`src/rtl/mem_access_stage.sv`:
```
// MEM stage of the RV64 pipeline: load/store over a req/gnt/rvalid data-memory port,
// branch resolution, upstream stall during multi-cycle accesses and the MEM/WB register.
// Optional feature: define MISALIGN_TRAP_EN to trap misaligned H/W/D accesses instead of
// silently aligning them down.
module mem_access_stage #(
    parameter int unsigned TIMEOUT = 255
) (
    input  logic        clk,
    input  logic        rst_n,
    input  logic        in_valid,
    input  logic [63:0] pc_in,
    input  logic        zero_in,
    input  logic [63:0] alu_result_in,
    input  logic [63:0] read_data2_in,
    input  logic [4:0]  write_reg_in,
    input  logic [2:0]  mem_size_in,
    input  logic        branch_in,
    input  logic        memwrite_in,
    input  logic        memread_in,
    input  logic        memtoreg_in,
    input  logic        regwrite_in,
    output logic        stall_o,
    output logic        pcsrc_o,
    output logic [63:0] branch_target_o,
    output logic        dmem_req,
    output logic        dmem_we,
    output logic [63:0] dmem_addr,
    output logic [63:0] dmem_wdata,
    output logic [7:0]  dmem_be,
    input  logic        dmem_gnt,
    input  logic        dmem_rvalid,
    input  logic [63:0] dmem_rdata,
    output logic        wb_valid,
    output logic        wb_regwrite,
    output logic        wb_memtoreg,
    output logic [4:0]  wb_rd,
    output logic [63:0] wb_alu_result,
    output logic [63:0] wb_load_data,
    output logic [1:0]  wb_exc
);

    localparam int unsigned CntW = (TIMEOUT > 255) ? $clog2(TIMEOUT + 1) : 8;

    typedef enum logic [1:0] {StIdle, StWaitGnt, StWaitRsp} state_e;

    state_e          state_q, state_d;
    logic [CntW-1:0] cnt_q, cnt_d;

    logic        mem_op;
    logic        trap;
    logic        timeout_hit;
    logic        req_int;
    logic        complete;
    logic        abort;
    logic [2:0]  off;
    logic [7:0]  be_base;
    logic [63:0] shifted;
    logic [63:0] load_ext;

    assign mem_op          = in_valid & (memread_in | memwrite_in);
    assign pcsrc_o         = in_valid & branch_in & zero_in;
    assign branch_target_o = pc_in;
    assign dmem_addr       = {alu_result_in[63:3], 3'b000};
    // Gate with reset so the port drops the moment reset is asserted.
    assign dmem_req        = req_int & rst_n;
    assign dmem_we         = dmem_req & ~memread_in;
    assign timeout_hit     = (TIMEOUT != 0) && (cnt_q == CntW'(TIMEOUT - 1));
    assign stall_o         = mem_op & ~complete;

`ifdef MISALIGN_TRAP_EN
    // Misaligned H/W/D access traps without touching memory.
    always_comb begin
        trap = 1'b0;
        unique case (mem_size_in[1:0])
            2'd0:    trap = 1'b0;
            2'd1:    trap = mem_op & alu_result_in[0];
            2'd2:    trap = mem_op & (|alu_result_in[1:0]);
            default: trap = mem_op & (|alu_result_in[2:0]);
        endcase
    end
`else
    assign trap = 1'b0;
`endif

    // Lane offset (low bits below the access size forced to zero), byte enables, write data.
    always_comb begin
        off        = alu_result_in[2:0];
        be_base    = 8'h01;
        dmem_wdata = read_data2_in;
        unique case (mem_size_in[1:0])
            2'd0: begin
                off        = alu_result_in[2:0];
                be_base    = 8'h01;
                dmem_wdata = {8{read_data2_in[7:0]}};
            end
            2'd1: begin
                off        = {alu_result_in[2:1], 1'b0};
                be_base    = 8'h03;
                dmem_wdata = {4{read_data2_in[15:0]}};
            end
            2'd2: begin
                off        = {alu_result_in[2], 2'b00};
                be_base    = 8'h0F;
                dmem_wdata = {2{read_data2_in[31:0]}};
            end
            default: begin
                off        = 3'd0;
                be_base    = 8'hFF;
                dmem_wdata = read_data2_in;
            end
        endcase
        dmem_be = be_base << off;
    end

    // Align the returned word to bit 0 and sign/zero extend.
    always_comb begin
        shifted = dmem_rdata >> {off, 3'b000};
        unique case (mem_size_in)
            3'b000:  load_ext = {{56{shifted[7]}}, shifted[7:0]};
            3'b001:  load_ext = {{48{shifted[15]}}, shifted[15:0]};
            3'b010:  load_ext = {{32{shifted[31]}}, shifted[31:0]};
            3'b100:  load_ext = {56'd0, shifted[7:0]};
            3'b101:  load_ext = {48'd0, shifted[15:0]};
            3'b110:  load_ext = {32'd0, shifted[31:0]};
            default: load_ext = shifted;
        endcase
    end

    // Next state, request and completion decode.
    always_comb begin
        state_d  = state_q;
        cnt_d    = cnt_q;
        req_int  = 1'b0;
        complete = 1'b0;
        abort    = 1'b0;
        unique case (state_q)
            StIdle: begin
                if (mem_op && !trap) begin
                    req_int = 1'b1;
                    cnt_d   = '0;
                    if (!dmem_gnt) begin
                        state_d = StWaitGnt;
                    end else if (memread_in) begin
                        state_d = StWaitRsp;
                    end else begin
                        complete = 1'b1;
                    end
                end else begin
                    // Non-memory op or trapped access finishes in one cycle.
                    complete = 1'b1;
                end
            end
            StWaitGnt: begin
                req_int = 1'b1;
                if (dmem_gnt) begin
                    cnt_d = '0;
                    if (memread_in) begin
                        state_d = StWaitRsp;
                    end else begin
                        complete = 1'b1;
                        state_d  = StIdle;
                    end
                end else if (timeout_hit) begin
                    abort    = 1'b1;
                    complete = 1'b1;
                    state_d  = StIdle;
                end else begin
                    cnt_d = cnt_q + CntW'(1);
                end
            end
            StWaitRsp: begin
                if (dmem_rvalid) begin
                    complete = 1'b1;
                    state_d  = StIdle;
                end else if (timeout_hit) begin
                    abort    = 1'b1;
                    complete = 1'b1;
                    state_d  = StIdle;
                end else begin
                    cnt_d = cnt_q + CntW'(1);
                end
            end
            default: state_d = StIdle;
        endcase
    end

    // FSM state and wait counter.
    always_ff @(posedge clk or negedge rst_n) begin
        if (!rst_n) begin
            state_q <= StIdle;
            cnt_q   <= '0;
        end else begin
            state_q <= state_d;
            cnt_q   <= cnt_d;
        end
    end

    // MEM/WB register: loads on completion, otherwise inserts a bubble.
    always_ff @(posedge clk or negedge rst_n) begin
        if (!rst_n) begin
            wb_valid      <= 1'b0;
            wb_regwrite   <= 1'b0;
            wb_memtoreg   <= 1'b0;
            wb_rd         <= '0;
            wb_alu_result <= '0;
            wb_load_data  <= '0;
            wb_exc        <= '0;
        end else if (complete) begin
            wb_valid      <= in_valid;
            wb_regwrite   <= in_valid & regwrite_in & ~abort & ~trap;
            wb_memtoreg   <= memtoreg_in;
            wb_rd         <= write_reg_in;
            wb_alu_result <= alu_result_in;
            wb_load_data  <= load_ext;
            wb_exc        <= {abort, trap};
        end else begin
            wb_valid    <= 1'b0;
            wb_regwrite <= 1'b0;
            wb_exc      <= '0;
        end
    end

endmodule

```
`config.mk`:
```
export PLATFORM = sky130hd
export DESIGN_NAME = mem_access_stage
export DESIGN_NICKNAME = d
export VERILOG_FILES = /design/src/rtl/mem_access_stage.sv
export SDC_FILE = /design/constraint.sdc
export NUM_CORES = 1
export LEC_CHECK = 0
export ABC_AREA = 1
export BUFFER_PORTS_ARGS = -buffer_cell sky130_fd_sc_hd__buf_2
export CORE_AREA = 3 3 237 239
export CTS_CLUSTER_DIAMETER = 120
export DETAILED_ROUTE_END_ITERATION = 8
export DIE_AREA = 0 0 240 242
export SLEW_MARGIN = 20
export SYNTH_ARGS = -nofsm -noshare
export SYNTH_HDL_FRONTEND = slang
export SYNTH_SLANG_ARGS = --single-unit
```
`constraint.sdc`:
```
create_clock -name clk -period 2.1 [get_ports clk]
set_input_delay 0.525 -clock clk [delete_from_list [all_inputs] [get_ports clk]]
set_output_delay 0.525 -clock clk [all_outputs]
set_load 0.05 [all_outputs]
```
==> impl_metrics.toml <==
[route]
wl_per_cell_um = 19.5
dr.pass1.iters = 5
drcViolationCount = 0
viasPerCell = 4.32
num_vias = 11400
postRouteAntennaNets = 0
finalWirelength_um = 51300
drt_iter0_markers = 716

[clocking]
cts.path.max_buffers = 2
cts.clk_slew.worst_paths_ps = 70
cts_buffers = 17
cts_tree = "built"
postCtsHoldBufs = 0
h-tree-depth = 4
cts_sinks = 147
worstSkewPairLatency_ps = 480
cts-root-buf = "clkbuf_16"

[floorplan]
ios = 617
die_x_um = 240
dieArea_mm2 = 0.0581
fp-row-count = 85
initial_core_util = 0.186
core_mm2 = 0.0540
dieHeight_um = 242

[worst_setup_path]
critPathBufInv = 4
crit_path_end_kind = "primary output"
startpoint_type = "register"
cpMaxStageDelayCell = "dfrtp_1"
max_stage_delay_ps = 400
crit_family = "flip-flops"
cp_max_fo = 2
crit_required_ps = 1570
critPathArrivalTime_ps = 1830
cp_common_cell = "nand2_4"
worstSetupPathType = "register to primary output"
path_cells = "buf_6, ha_4, nand2_4, o21ai_2, inv_1, nand3_2, nand2_4, inv_8, nor2_4, buf_8"

[outcome]
violations = "setup timing"
status = "complete, but fails checks"

[layout]
multi_input_area_mm2 = 0.00508
instances_no_fill = 2637
final_area_mm2 = 0.0150
final_cell_mix = "498 x nand2_1, 428 x buf_2, 170 x nor2_1, 147 x dfrtp_1, 127 x buf_4"
final_common_cell = "nand2_1"
final_util = 0.278
drive_gt1_frac = 0.410
nNetsFinal = 2194
register_area_mm2 = 0.00368
syn_to_final_growth_pct = 49.5
nFillCells = 6038

[synth]
avgSynthCellArea_um2 = 6.79
ys_ff_latch = 147
synth_cell_types = 43
synthesis.area_mm2 = 0.0100
synthArstFlopShare = 1.00
synth-edff-count = 0
seq_area_frac_synth = 0.367
ys.flop_type = "dfrtp_1"
yosys_warnings = 0
synth_cells = 1477

[placement]
gp_congestion = 0.900
portBuffers = 484
hpwl_um = 41000
placedInstanceArea_mm2 = 0.0133
dp_worst_setup_slack_ps = -393
dp.cells = 2556

[sta]
clock.fmax_ghz = 0.425
rsz0062_at_grt = "yes"
finalSetupTns_ps = -1040
setup-violations-final = 9
drv_slew = 0
setup_slack_ps = -252
clock_skew_ps = 14.4
post-route-period-util = 1.12
hold_ws_ps = 49.6
hold_viol_final = 0
fin_crit_ps = 2350

[grt]
grt_max_degree = 75
overflow = 0
grt_use_total = 0.167
grt_pass1_vias = 10700
grt_first_pass_wirelength_um = 71200
antenna_found_initial = 33

[power_and_ir_drop]
irDropWorstVdd_uv = 618
switching_share = 0.560
p_sw_mw = 12.4
power_density_mw_per_mm2 = 1470
p_leak_nw = 7.93
power.total_mw = 22.1
pwr-share-comb = 0.634
p_seq_frac = 0.221
clock_power_share = 0.145
power.internal_mw = 9.70

[flow_run]
drv_cap = 0

[min_path]
hold_path_class = "input pin to async pin"
per-layer routing:
layer | vias up | wire length, um | track usage | part of all wire
met5 | - | 77 | 0 | 0.0015
met4 | 12 | 2120 | 0.0555 | 0.041
met3 | 117 | 4980 | 0.0651 | 0.097
met2 | 552 | 25000 | 0.286 | 0.49
met1 | 5300 | 19100 | 0.189 | 0.37
li1 | 5412 | - | - | -
final cells by class:
| class | count | area share |
|---|---|---|
| Clock inverter | 13 | 0.00993 |
| Clock buffer | 19 | 0.0289 |
| Sequential cell | 147 | 0.245 |
| Timing Repair inverter | 1 | 0.000751 |
| Antenna cell | 15 | 0.00250 |
| Multi-Input combinational cell | 1012 | 0.339 |
| Tap cell | 696 | 0.0581 |
| Timing Repair Buffer | 630 | 0.287 |
| Inverter | 104 | 0.0290 |
state kept, by name, indices dropped and copies added, names as in the netlist:
signal,cells
cnt_q,8
state_q,2
wb_alu_result,64
wb_exc,1
wb_load_data,64
wb_memtoreg,1
wb_rd,5
wb_regwrite,1
wb_valid,1
what timing repair did:
item,CTS,global route
resized for setup,104,123
setup endpoints to repair,59,122
pin swaps,15,18
setup buffers,16,14
cloned,0,6
synth_stat cells, types with 3 or more instances:
| master | n | area [um^2] |
|---|---|---|
| clkbuf_1 | 25 | 93.8 |
| dfrtp_1 | 147 | 3680 |
| a21oi_1 | 15 | 75.1 |
| a31oi_1 | 11 | 68.8 |
| inv_2 | 6 | 22.5 |
| o221ai_1 | 5 | 43.8 |
| ha_1 | 6 | 75.1 |
| inv_1 | 97 | 364 |
| o21ai_1 | 9 | 45.0 |
| o211ai_1 | 28 | 210 |
| a221oi_1 | 3 | 26.3 |
| nand2_1 | 526 | 1970 |
| nor3_1 | 5 | 25.0 |
| buf_4 | 155 | 1160 |
| nand3_2 | 4 | 40.0 |
| o2111ai_1 | 5 | 43.8 |
| buf_2 | 26 | 130 |
| nand2_2 | 4 | 25.0 |
| buf_6 | 9 | 101 |
| or2_1 | 5 | 31.3 |
| nor2_4 | 4 | 45.0 |
| o21ai_0 | 76 | 380 |
| nor2_1 | 186 | 698 |
| nand3_1 | 92 | 460 |
| o22ai_1 | 6 | 37.5 |
power groups by stage:
stage / combinational [mW] / clock (mW) / sequential (mW)
after CTS: 13.5 / 3.32 / 4.89
after global placement: 13.1 / 0 / 4.87
after global routing: 14.9 / 3.42 / 5.05
after floorplan: 4.94 / 0 / 9.53
final: 14.0 / 3.20 / 4.89
after detailed placement: 13.1 / 0 / 4.94
worst reg2reg max path: cells and delay by family (launching register included):
family / cells / cell delay, ps
buffers and inverters: 6 / 770
and+or+nand+nor: 9 / 680
adders and majority gates: 1 / 150
DFF: 1 / 390
logic make-up (layout without fill, tap and decap cells):
logic type,count (synthesis),count (layout),share of synthesized area
AO/OA/AOI/OAI,162,162,0.0959
XOR/XNOR,1,1,0.000873
adder cells (fa/ha/maj),6,6,0.00748
buffers and inverters,321,767,0.188
flip-flops,147,147,0.367
multiplexers,1,1,0.000997
other,1,19,0.000374
AND/OR/NAND/NOR,838,838,0.340
path summary, 6_finish.rpt:
kind                       slack (ps)  cells after the start              start           endpoint
max                              -250                     10         state_q[1]            stall_o
min                                50                      2              rst_n           cnt_q[6]
max reg2reg                        10                     16           cnt_q[0]   wb_load_data[18]
min reg2reg                       470                      2  wb_alu_result[40]  wb_alu_result[40]
max in group asynchronous        1650                      2              rst_n   wb_alu_result[1]
min in group clk                  240                      3  alu_result_in[24]  wb_alu_result[24]
Note: power is estimated with default switching activity, not from simulation.
